===== src/rtl/lsu_pkg.sv =====
// Shared definitions for the load/store unit: RV32I funct3 encodings,
// the FSM state type and the funct3 legality check.
package lsu_pkg;

  localparam logic [2:0] F3_LB  = 3'b000;
  localparam logic [2:0] F3_LH  = 3'b001;
  localparam logic [2:0] F3_LW  = 3'b010;
  localparam logic [2:0] F3_LBU = 3'b100;
  localparam logic [2:0] F3_LHU = 3'b101;
  localparam logic [2:0] F3_SB  = 3'b000;
  localparam logic [2:0] F3_SH  = 3'b001;
  localparam logic [2:0] F3_SW  = 3'b010;

  typedef enum logic [1:0] {ST_IDLE, ST_REQ, ST_WAIT, ST_RESP} lsu_state_e;

  function automatic logic f3_legal(input logic we, input logic [2:0] f3);
    if (we) return f3 inside {F3_SB, F3_SH, F3_SW};
    return f3 inside {F3_LB, F3_LH, F3_LW, F3_LBU, F3_LHU};
  endfunction

endpackage


===== src/rtl/lsu_load_align.sv =====
// Combinational load data alignment: shifts the read word down to the
// addressed byte lane and sign/zero-extends according to funct3.
module lsu_load_align
  import lsu_pkg::*;
(
  input  logic [2:0]  funct3_i,
  input  logic [1:0]  off_i,
  input  logic [31:0] rdata_i,
  output logic [31:0] data_o
);

  logic [31:0] sh;

  always_comb begin
    sh     = rdata_i >> {off_i, 3'b000};
    data_o = sh;
    case (funct3_i)
      F3_LB:   data_o = {{24{sh[7]}}, sh[7:0]};
      F3_LH:   data_o = {{16{sh[15]}}, sh[15:0]};
      F3_LBU:  data_o = {24'h0, sh[7:0]};
      F3_LHU:  data_o = {16'h0, sh[15:0]};
      default: data_o = sh;
    endcase
  end

endmodule


===== src/rtl/lsu.sv =====
// Load/store unit: one outstanding data-memory access per instruction.
// Define LSU_MISALIGN_TRAP_EN to turn misaligned half/word accesses into error responses.
module lsu
  import lsu_pkg::*;
#(
  parameter int MEM_TIMEOUT = 255
) (
  input  logic        i_clk,
  input  logic        i_reset,
  input  logic        i_req,
  output logic        o_ready,
  input  logic        i_we,
  input  logic [2:0]  i_funct3,
  input  logic [31:0] i_addr,
  input  logic [31:0] i_wdata,
  input  logic [4:0]  i_rd,
  output logic        o_memValid,
  input  logic        i_memReady,
  output logic [31:0] o_memAddr,
  output logic        o_memWe,
  output logic [3:0]  o_memBe,
  output logic [31:0] o_memWdata,
  input  logic        i_memRvalid,
  input  logic [31:0] i_memRdata,
  output logic        o_rspValid,
  output logic        o_rspWrite,
  output logic [4:0]  o_rspRd,
  output logic [31:0] o_rspData,
  output logic        o_rspErr
);

  localparam logic [15:0] TO_LAST = 16'(MEM_TIMEOUT - 1);

  lsu_state_e  state_q, state_d;
  logic        we_q, we_d, err_q, err_d;
  logic [2:0]  f3_q, f3_d;
  logic [4:0]  rd_q, rd_d;
  logic [31:0] addr_q, addr_d, wdata_q, wdata_d, data_q, data_d;
  logic [15:0] cnt_q, cnt_d;
  logic [31:0] acc_addr, ld_data;
  logic        acc_bad, bad_req;

`ifdef LSU_MISALIGN_TRAP_EN
  assign acc_addr = i_addr;
  assign acc_bad  = (i_funct3[1:0] == 2'b01 && i_addr[0]) ||
                    (i_funct3[1:0] == 2'b10 && |i_addr[1:0]);
`else
  // Without trapping, snap the address down to the access size.
  always_comb begin
    acc_addr = i_addr;
    if (i_funct3[1:0] == 2'b01)      acc_addr[0]   = 1'b0;
    else if (i_funct3[1:0] == 2'b10) acc_addr[1:0] = 2'b00;
  end
  assign acc_bad = 1'b0;
`endif

  assign bad_req = !f3_legal(i_we, i_funct3) || acc_bad;

  lsu_load_align u_align (
    .funct3_i (f3_q),
    .off_i    (addr_q[1:0]),
    .rdata_i  (i_memRdata),
    .data_o   (ld_data)
  );

  always_comb begin
    state_d = state_q;
    we_d    = we_q;
    err_d   = err_q;
    f3_d    = f3_q;
    rd_d    = rd_q;
    addr_d  = addr_q;
    wdata_d = wdata_q;
    data_d  = data_q;
    cnt_d   = cnt_q;
    case (state_q)
      ST_IDLE: if (i_req) begin
        we_d    = i_we;
        f3_d    = i_funct3;
        addr_d  = acc_addr;
        wdata_d = i_wdata;
        rd_d    = i_rd;
        data_d  = 32'h0;
        cnt_d   = 16'h0;
        err_d   = bad_req;
        state_d = bad_req ? ST_RESP : ST_REQ;
      end
      ST_REQ: if (i_memReady) begin
        cnt_d   = 16'h0;
        state_d = we_q ? ST_RESP : ST_WAIT;
      end
      ST_WAIT: begin
        if (i_memRvalid) begin
          data_d  = ld_data;
          state_d = ST_RESP;
        end else if (cnt_q == TO_LAST) begin
          err_d   = 1'b1;
          state_d = ST_RESP;
        end else begin
          cnt_d = cnt_q + 16'h1;
        end
      end
      default: state_d = ST_IDLE;
    endcase
  end

  always_ff @(posedge i_clk or negedge i_reset) begin
    if (!i_reset) begin
      state_q <= ST_IDLE;
      we_q    <= 1'b0;
      err_q   <= 1'b0;
      f3_q    <= 3'h0;
      rd_q    <= 5'h0;
      addr_q  <= 32'h0;
      wdata_q <= 32'h0;
      data_q  <= 32'h0;
      cnt_q   <= 16'h0;
    end else begin
      state_q <= state_d;
      we_q    <= we_d;
      err_q   <= err_d;
      f3_q    <= f3_d;
      rd_q    <= rd_d;
      addr_q  <= addr_d;
      wdata_q <= wdata_d;
      data_q  <= data_d;
      cnt_q   <= cnt_d;
    end
  end

  // Bus and response outputs decode only from registered state.
  always_comb begin
    o_memBe    = 4'h0;
    o_memWdata = wdata_q;
    case (f3_q[1:0])
      2'b00: begin
        o_memBe    = 4'b0001 << addr_q[1:0];
        o_memWdata = {4{wdata_q[7:0]}};
      end
      2'b01: begin
        o_memBe    = 4'b0011 << {addr_q[1], 1'b0};
        o_memWdata = {2{wdata_q[15:0]}};
      end
      default: o_memBe = 4'b1111;
    endcase
    if (state_q != ST_REQ) o_memBe = 4'h0;
  end

  assign o_ready    = (state_q == ST_IDLE);
  assign o_memValid = (state_q == ST_REQ);
  assign o_memAddr  = {addr_q[31:2], 2'b00};
  assign o_memWe    = (state_q == ST_REQ) && we_q;
  assign o_rspValid = (state_q == ST_RESP);
  assign o_rspWrite = (state_q == ST_RESP) && !we_q && !err_q;
  assign o_rspErr   = (state_q == ST_RESP) && err_q;
  assign o_rspRd    = (state_q == ST_RESP) ? rd_q : 5'h0;
  assign o_rspData  = (state_q == ST_RESP) ? data_q : 32'h0;

endmodule


===== config.mk =====
export PLATFORM = sky130hd
export DESIGN_NAME = lsu
export DESIGN_NICKNAME = d
export VERILOG_FILES = /design/src/rtl/lsu_pkg.sv /design/src/rtl/lsu_load_align.sv /design/src/rtl/lsu.sv
export SDC_FILE = /design/constraint.sdc
export NUM_CORES = 1
export LEC_CHECK = 0
export ABC_AREA = 1
export CAP_MARGIN = 20
export CORE_MARGIN = 10
export CORE_UTILIZATION = 47
export DETAILED_ROUTE_END_ITERATION = 10
export GPL_TIMING_DRIVEN = 0
export PLACE_DENSITY = 0.81
export REMOVE_ABC_BUFFERS = 1
export SYNTH_ARGS = -nofsm -noshare
export SYNTH_HDL_FRONTEND = slang
export SYNTH_SLANG_ARGS = --single-unit

===== constraint.sdc =====
create_clock -name i_clk -period 1.9 [get_ports i_clk]
set_input_delay 0.38 -clock i_clk [delete_from_list [all_inputs] [get_ports i_clk]]
set_output_delay 0.38 -clock i_clk [all_outputs]
set_load 0.05 [all_outputs]

Yosys cells after proc, flatten, opt, wreduce, memory -nomap -nowiden
Index checks and enable logic that the tools add are counted.
{"block": "word_totals", "output_inout_bits": 111, "regBits": 124, "input_bits": 110, "wordCells": 86}
{"block": "classes", "reduce_logical": 20, "n_eq_ne": 22, "addsub": 1, "shift": 3, "n_mux": 31}
{"cell": "case mux 32 bit (2 select lines)", "count": 2}
{"cell": "case mux 32 bit (4 select lines)", "count": 1}
{"cell": "2-to-1 mux 32 bit", "count": 3}
{"cell": "2-to-1 mux 16 bit", "count": 4}
{"cell": "case mux 16 bit (3 select lines)", "count": 1}
{"cell": "right shift 32 x 5 -> 32 bit", "count": 1}
{"cell": "adder 16 x 1 -> 16 bit (second input constant)", "count": 1}
{"cell": "equality test 16 x 8 -> 1 bit (second input constant)", "count": 1}
{"cell": "equality test 3 bit (second input constant)", "count": 4}
{"cell": "2-to-1 mux 2 bit", "count": 6}
{"cell": "inequality test 2 bit (second input constant)", "count": 5}
{"cell": "2-to-1 mux 1 bit", "count": 9}
{"cell": "case mux 4 bit (2 select lines)", "count": 1}
{"cell": "equality test 2 x 1 -> 1 bit (second input constant)", "count": 3}
{"cell": "equality test 2 bit (second input constant)", "count": 3}
{"cell": "equality test 3 x 1 -> 1 bit (second input constant)", "count": 2}
{"cell": "zero test 3 bit", "count": 2}
{"cell": "case mux 2 bit (3 select lines)", "count": 1}
{"cell": "AND reduction 3 bit", "count": 2}
{"cell": "nonzero test 3 bit", "count": 2}
{"cell": "2-to-1 mux 5 bit", "count": 1}
{"cell": "AND reduction 5 bit", "count": 1}
{"cell": "nonzero test 5 bit", "count": 1}
{"cell": "logical AND 1 bit", "count": 4}
{"cell": "12 further kinds", "count": 16}

Depth between registers and ports, before layout
Gate-level depths: netlist (run 1).
{"block": "depth", "depth_word": 7, "ltp_mapped": 10, "depth_no_buf": 9}

Hierarchy
From an unflattened synthesis (run 1), not the netlist that was laid out.
{"block": "hier_totals", "cells_unflattened": 1028, "area_unflattened_um2": 7343.3}
{"mod": "lsu", "seq_area_each_um2": 3103.0, "cells_per_inst": 870, "instances": 1, "area_per_inst_um2": 6422.4}
{"mod": "lsu_load_align", "seq_area_each_um2": 0.0, "cells_per_inst": 158, "instances": 1, "area_per_inst_um2": 920.9}

Worst setup path after synthesis (run 1)
Ideal clock, no wire load.
{"block": "synth_timing", "kind": "register -> output", "start": "register state_q[0]", "end": "output o_rspWrite", "stages_incl_launch_ff": 4, "n_path_buf": 1, "required_ns": 1.520, "arrival_time_ns": 2.415, "slack_ns": -0.895, "path_cell_list": "dfrtp_1 > ha_1 > clkbuf_1 > nor3b_1"}
{"block": "synth_via", "elab_chain_cells": 3}
{"item": "start, declared", "line": "lsu.sv:34", "text": "lsu_state_e state_q, state_d;"}
{"item": "start signal, assigned", "line": "lsu.sv:119", "text": "state_q <= state_d;"}
{"item": "equality test 2 bit"}
{"item": "via o_rspValid", "line": "lsu.sv:25", "text": "output logic o_rspValid,"}
{"item": "logical AND 1 bit (2 in series)", "line": "lsu.sv:154", "text": "assign o_rspWrite = (state_q == ST_RESP) && !we_q && !err_q;"}
{"item": "end, declared", "line": "lsu.sv:26", "text": "output logic o_rspWrite,"}
The timed path passes the listed nets, and every way through them passes these cells.

Worst setup path in the final report (run 1)
{"block": "layout_timing", "start": "register f3_q[1]", "end": "output o_memWdata[24]"}
{"block": "layout_via", "elab_chain_cells": 2, "word_cells_on_any_way": 3}
{"item": "start, declared", "line": "lsu.sv:36", "text": "logic [2:0] f3_q, f3_d;"}
{"item": "start signal, assigned", "line": "lsu.sv:112", "text": "f3_q <= 3'h0;"}
{"item": "start signal, assigned", "line": "lsu.sv:122", "text": "f3_q <= f3_d;"}
{"item": "equality test 2 x 1 -> 1 bit / zero test 2 bit (equally long branches)", "line": "lsu.sv:135", "text": "case (f3_q[1:0])"}
{"item": "case mux 32 bit (2 select lines) (*)", "line": "lsu.sv:135"}
{"item": "end, declared", "line": "lsu.sv:22", "text": "output logic [31:0] o_memWdata,"}
Mark *: on every way between the ends. The rest lies on a longest branch, timed or not.

==> flow_summary.toml, run 1 <==
[clock_tree]
clock-sinks = 124
clk_pin_slew_ns = 0.05
cts_made_buffers = 17
cts_root_buffer = "clkbuf_16"
clk-insertion-delay-late_ns = 0.42
clk_path_buf_depth = 2
h-tree-depth = 4
cts_tree = "yes"

[logic_synthesis]
synth-xor-area-share = 0.008752
yosysSeqAreaShare = 0.4429
syn-instance-count = 1012
avgSynthCellArea_um2 = 6.922
yosys_register_bits = 124
async_flop_share = 1.000
ys_types = 29
synth_edf_count = 0
synth_compound_gate_area_share = 0.06501
synth_adder_area_share = 0.01072
muxShareOfSynthArea = 0
synth_top_family_by_area = "simple AND/OR/NAND/NOR gates"
syn-cell-area_um2 = 7005
synth_simple_gate_area_frac = 0.3543
synth_ff_type = "dfrtp_1"
synth_warnings = 0

[global_routing]
track_usage = 0.2448
grt_max_degree = 70
overflow = 0
grt_pass1_vias = 7388
antenna_found_initial = 0
grt_pass1_wl_mm = 39.34

[detailed_routing]
drc = 0
vias = 7679
routedWlPerCell_um = 19.28
drt-pass1-iter-count = 5
drt-initial-drc-count = 702
ant_nets = 0
drt_wl_total_mm = 27.49
viasPerCell = 5.385

[timing]
post-route-period-util = 1.128
slew_viol_final = 0
setup_viol = 89
period_needed_ns = 2.143
skew_ns = 0.01039
grt_setup_unrepaired = "true"
slew_headroom = 0.6258
clock.fmax_mhz = 466.6
tightestPinTransition_ns = 0.5613
final.setup.worst_slack_ns = -0.2432
hold_violations = 0

[critical_path]
worstPathCellList = "nor2_4 > buf_6 > nand2_1 > o211ai_1 > buf_4"
slowest_stage = "dfrtp_4"
crit_cells = 5
path_class = "flop to output pin"
reg2reg_setup_slack_ns = -0.05
worstReg2RegEnd = "data_q[3]"
cp.arrival_ns = 1.76
timing.critical_path.required_ns = 1.52
cp_num_buf_inv = 2
r2r_cells = 11
critical_path.startpoint_type = "flop"
crit_fanout = 8
reg2reg_from = "state_q[0]"
max_stage_delay_ns = 0.58
critPathCaptureType = "output pin"
cp_top_family = "flip-flops"

[floorplan]
io_pins = 221
dieArea_um2 = 20190
die_h_um = 142.1
dieWidth_um = 142.1
rows = 44
start_util = 0.4802
core_um2 = 14590

[layout]
area_growth_pct = 57.87
finalNonFillerCells = 1426
fillCellCount = 1005
fin_nets = 1347
multi_input_area_um2 = 3597
antenna_cells = 0
utilization = 0.7581
register_area_um2 = 3118
drive_gt1_frac = 0.2407

[run_status]
status = "finished, violations left"
violations = "negative setup slack"

[placement]
placedCellCount = 1332
dpl_worst_slack_ns = -1.151
port_buffers = 218
gp_congestion = 0.9223
dp_hpwl_mm = 15.86

[power]
ir_drop_mv = 1.497
power.static_leakage_nw = 5.916
powerDensity_nw_per_um2 = 1943

[worst_hold_path]
hold_depth = 2
min_to = "addr_q[14]"
min_from = "addr_q[14]"
hold_class = "flop to flop"

[run]
cap_violations = 0
what timing repair did:
item / CTS / global route
hold endpoints to repair: 55 / 0
gates cloned: 6 / 8
hold buffers: 1 / 0
endpoints found under the setup margin: 229 / 161
setup buffers: 40 / 12
pin swaps: 15 / 21
gates resized for setup: 583 / 207
layer usage:
| layer | vias to the layer above | global-route usage | wire length (um) |
|---|---|---|---|
| li1 | 3526 | - | - |
| met3 | 75 | 0.1175 | 3615 |
| met1 | 3616 | 0.2801 | 10030 |
| met5 | - | 0 | 0 |
| met4 | 0 | 0.07907 | 889 |
| met2 | 462 | 0.3947 | 12950 |
how the worst max path moves through the flow:
| stage | from | endpoint | slack [ns] |
|---|---|---|---|
| global placement | i_reset | data_q[5] | -4.52 |
| detailed placement | f3_q[1] | o_memWdata[30] | -1.15 |
| global route | f3_q[1] | o_memWdata[26] | -0.32 |
| finish | f3_q[1] | o_memWdata[24] | -0.24 |
| floorplan | state_q[0] | addr_q[0] | -2.24 |
| CTS | f3_q[1] | o_memWdata[30] | -0.28 |
through the flow:
stage / hold slack (ns) / cell area (um2) / TNS (ns) / power, mW
floorplan: 0.08441 / 6496 / -180.89 / 10.94
global route: 0.4908 / 11060 / -12.19 / 22.54
detailed placement: 0.3800 / 9011 / -127.36 / 14.67
global placement: 0.4596 / 8909 / -944.79 / 14.44
CTS: 0.4739 / 10160 / -4.163 / 19.46
finish: 0.4717 / 11060 / -6.529 / 21.49
layout by cell type, fill, tap and decap left out, drive strengths merged:
| cell | instances |
|---|---|
| nor2 | 31 |
| bufinv | 4 |
| o21ai | 53 |
| bufbuf | 1 |
| or2 | 1 |
| nand3 | 59 |
| nand2 | 520 |
| o21bai | 1 |
| clkdlybuf4s15 | 1 |
| conb | 2 |
| clkdlybuf4s50 | 107 |
| dfrtp | 124 |
| a21oi | 26 |
| clkinvlp | 5 |
| dlygate4sd2 | 37 |
| ha | 6 |
| clkinv | 6 |
| nor3 | 1 |
| nand4 | 8 |
| o211ai | 7 |
| nor3b | 1 |
| clkbuf | 27 |
| dlymetal6s2s | 1 |
| buf | 127 |
| xor2 | 7 |
| dlygate4sd3 | 1 |
| inv | 78 |
logic make-up (layout without fill, tap and decap cells):
| logic type | Yosys count | count (layout) |
|---|---|---|
| flip-flops | 124 | 124 |
| other | 1 | 2 |
| AND/OR/NAND/NOR | 617 | 621 |
| buffers and inverters | 170 | 395 |
| AO/OA/AOI/OAI | 87 | 87 |
| adder cells (fa/ha/maj) | 6 | 6 |
| XOR/XNOR | 7 | 7 |
registers in the layout, summed over array words and instances (netlist names):
| register | flops |
|---|---|
| state_q | 2 |
| f3_q | 3 |
| addr_q | 32 |
| cnt_q | 16 |
| rd_q | 5 |
| we_q | 1 |
| wdata_q | 32 |
| err_q | 1 |
| data_q | 32 |
report_power, final:
part	leakage [nW]	switching, mW	internal (mW)	total (mW)
clock	0.290	1.15	2.21	3.36
sequential	1.59	0.958	3.72	4.68
combinational	4.03	8.75	4.70	13.5
total	5.92	10.9	10.6	21.5
synthesized netlist by cell type, types with 2 or more instances:
cell	number	area, um2
a21oi_1	26	130.1
buf_1	5	18.77
buf_2	11	55.05
buf_4	40	300.3
buf_6	3	33.78
clkbuf_1	28	105.1
clkinv_1	2	7.510
dfrtp_1	124	3103
ha_1	6	75.07
inv_1	77	289.0
inv_2	4	15.01
nand2_1	514	1929
nand2_2	2	12.51
nand3_1	56	280.3
nand3_4	2	35.03
nand4_1	8	50.05
nor2_1	28	105.1
nor2_4	2	22.52
o211ai_1	7	52.55
o21ai_0	44	220.2
o21ai_1	9	45.04
xor2_1	7	61.31
worst reg2reg max path, stage by stage (launching register included):
cell and delay, ns:
dfrtp_2 0.44, buf_6 0.13, buf_6 0.12, inv_6 0.06, ha_4 0.18, or2_4 0.17
nand2_4 0.06, nor2_4 0.15, clkinvlp_4 0.20, clkbuf_16 0.22, nand2_1 0.06, nand2_1 0.05
final cells by class:
| class | count | share of cell area |
|---|---|---|
| Multi-Input combinational cell | 723 | 0.3253 |
| Sequential cell | 124 | 0.2819 |
| Timing Repair Buffer | 280 | 0.2799 |
| Clock buffer | 22 | 0.04107 |
| Inverter | 83 | 0.03666 |
| Tap cell | 184 | 0.02082 |
| Clock inverter | 8 | 0.01290 |
| Timing Repair inverter | 2 | 0.001471 |
(Power assumes the default switching activity.)
==> inputs of run 2 (changes only) <==
Settings changed: CTS_CLUSTER_DIAMETER set to 60.
==> results of run 2 <==
Same layout as run 1: the final DEF is identical, and so are final timing and power.
==> inputs of run 3 (changes only) <==
Settings changed: PLACE_DENSITY 0.81 to 0.85.
==> flow_summary.toml, run 3 (synthesis gave the netlist of run 1 again) <==
[clock_tree]
cts_root_buffer = "clkbuf_16"
clk-insertion-delay-late_ns = 0.42
clk_pin_slew_ns = 0.06
h-tree-depth = 4
clock-sinks = 124
cts_tree = "yes"
clk_path_buf_depth = 2
cts_made_buffers = 17

[layout]
drive_gt1_frac = 0.2588
fillCellCount = 940
fin_nets = 1348
area_growth_pct = 59.90
reg_top3 = "addr_q: 32 flops, data_q: 32 flops, wdata_q: 32 flops"
layout_commonest_cell = "nand2_1"
antenna_cells = 0
final_cell_mix = "452 x nand2_1, 118 x dfrtp_1, 108 x clkdlybuf4s50_1, 54 x nand3_1"
fin_area_um2 = 11200

[timing]
tightestPinTransition_ns = 0.5790
skew_ns = 0.007428
hold_violations = 0
fin_tns_setup_ns = -6.731
slew_headroom = 0.6140
clock.fmax_mhz = 465.3
post-route-period-util = 1.131
hold_ws_ns = 0.4742
slew_viol_final = 0
grt_setup_unrepaired = "true"
setup_viol = 80
final.setup.worst_slack_ns = -0.2493
period_needed_ns = 2.149

[detailed_routing]
viasPerCell = 5.483
vias = 7830
ant_nets = 0
drt-pass1-iter-count = 5
drc = 0
drt_wl_total_mm = 28.18
drt-initial-drc-count = 819
routedWlPerCell_um = 19.73

[critical_path]
critical_path.startpoint_type = "flop"
cp.arrival_ns = 1.77
critPathCaptureType = "output pin"
crit_fanout = 6
r2r_cells = 9
timing.critical_path.required_ns = 1.52
path_class = "flop to output pin"

[placement]
dpl_worst_slack_ns = -1.077
postPlaceCellArea_um2 = 9019
port_buffers = 218
gp_congestion = 0.9174
dp_hpwl_mm = 15.66

[global_routing]
grt_max_degree = 70
track_usage = 0.2392
overflow = 0
grt_pass1_vias = 7372
grt_pass1_wl_mm = 38.66
antenna_found_initial = 0

[floorplan]
core_um2 = 14590
dieWidth_um = 142.1
start_util = 0.4802
die_h_um = 142.1
dieArea_um2 = 20190
io_pins = 221
rows = 44

[power]
power_mw = 21.72
powerDensity_nw_per_um2 = 1939
power.static_leakage_nw = 6.092
ir_drop_mv = 1.427

[worst_hold_path]
hold_class = "flop to flop"
hold_depth = 2

[run]
cap_violations = 0

[run_status]
status = "finished, violations left"
violations = "negative setup slack"
-- run 3: worst paths after layout --
check,startpoint,to,slack [ns]
worst max-delay path,f3_q[1],o_memWdata[28],-0.25
worst min-delay path,addr_q[17],addr_q[17],0.47
worst max register to register,f3_q[1],data_q[23],-0.07
worst min register to register,addr_q[17],addr_q[17],0.47
max in group asynchronous,i_reset,f3_q[2],0.68
min in group asynchronous,i_reset,wdata_q[20],0.50
-- run 3: layer usage --
metal	vias to the layer above	track usage	share of wire
met5	-	0	0
met4	0	0.08983	0.041
met3	120	0.1098	0.14
met2	559	0.3932	0.48
met1	3625	0.2654	0.34
li1	3526	-	-
-- run 3: through the flow --
stage	cells	util
floorplan	926	-
global route	1428	0.7678
finish	1428	0.7678
detailed placement	1332	0.6182
CTS	1400	0.7057
global placement	1328	0.6106
-- run 3: repair_timing --
| action | CTS | global route |
|---|---|---|
| setup endpoints to repair | 227 | 176 |
| hold buffers | 1 | 0 |
| hold endpoints to repair | 55 | 0 |
| pin swaps | 13 | 13 |
| resized for setup | 606 | 215 |
| cloned | 4 | 10 |
| setup buffers | 32 | 20 |
-- run 3: final cells by class --
class                      count  area [um2]  area share
sequential                   124        3118      0.2783
tap                          184       230.2     0.02055
clock buffer                  20       466.7     0.04166
timing repair buffer         280        3099      0.2767
inverter                      83       385.4     0.03440
timing repair inverter         2       16.27    0.001452
multi-input combinational    724        3696      0.3299
clock inverter                11       190.2     0.01698
-- run 3: critical path, cell delays in order (launching register included) --
cell and delay, ns:
dfrtp_4 0.56, nor2_4 0.20, buf_12 0.15, nand2_4 0.06
o211ai_1 0.12, buf_4 0.25
-- run 3: power breakdown --
group / switching [mW] / internal (mW)
Sequential: 0.981 / 3.72
Combinational: 8.85 / 4.55
Clock: 1.20 / 2.42
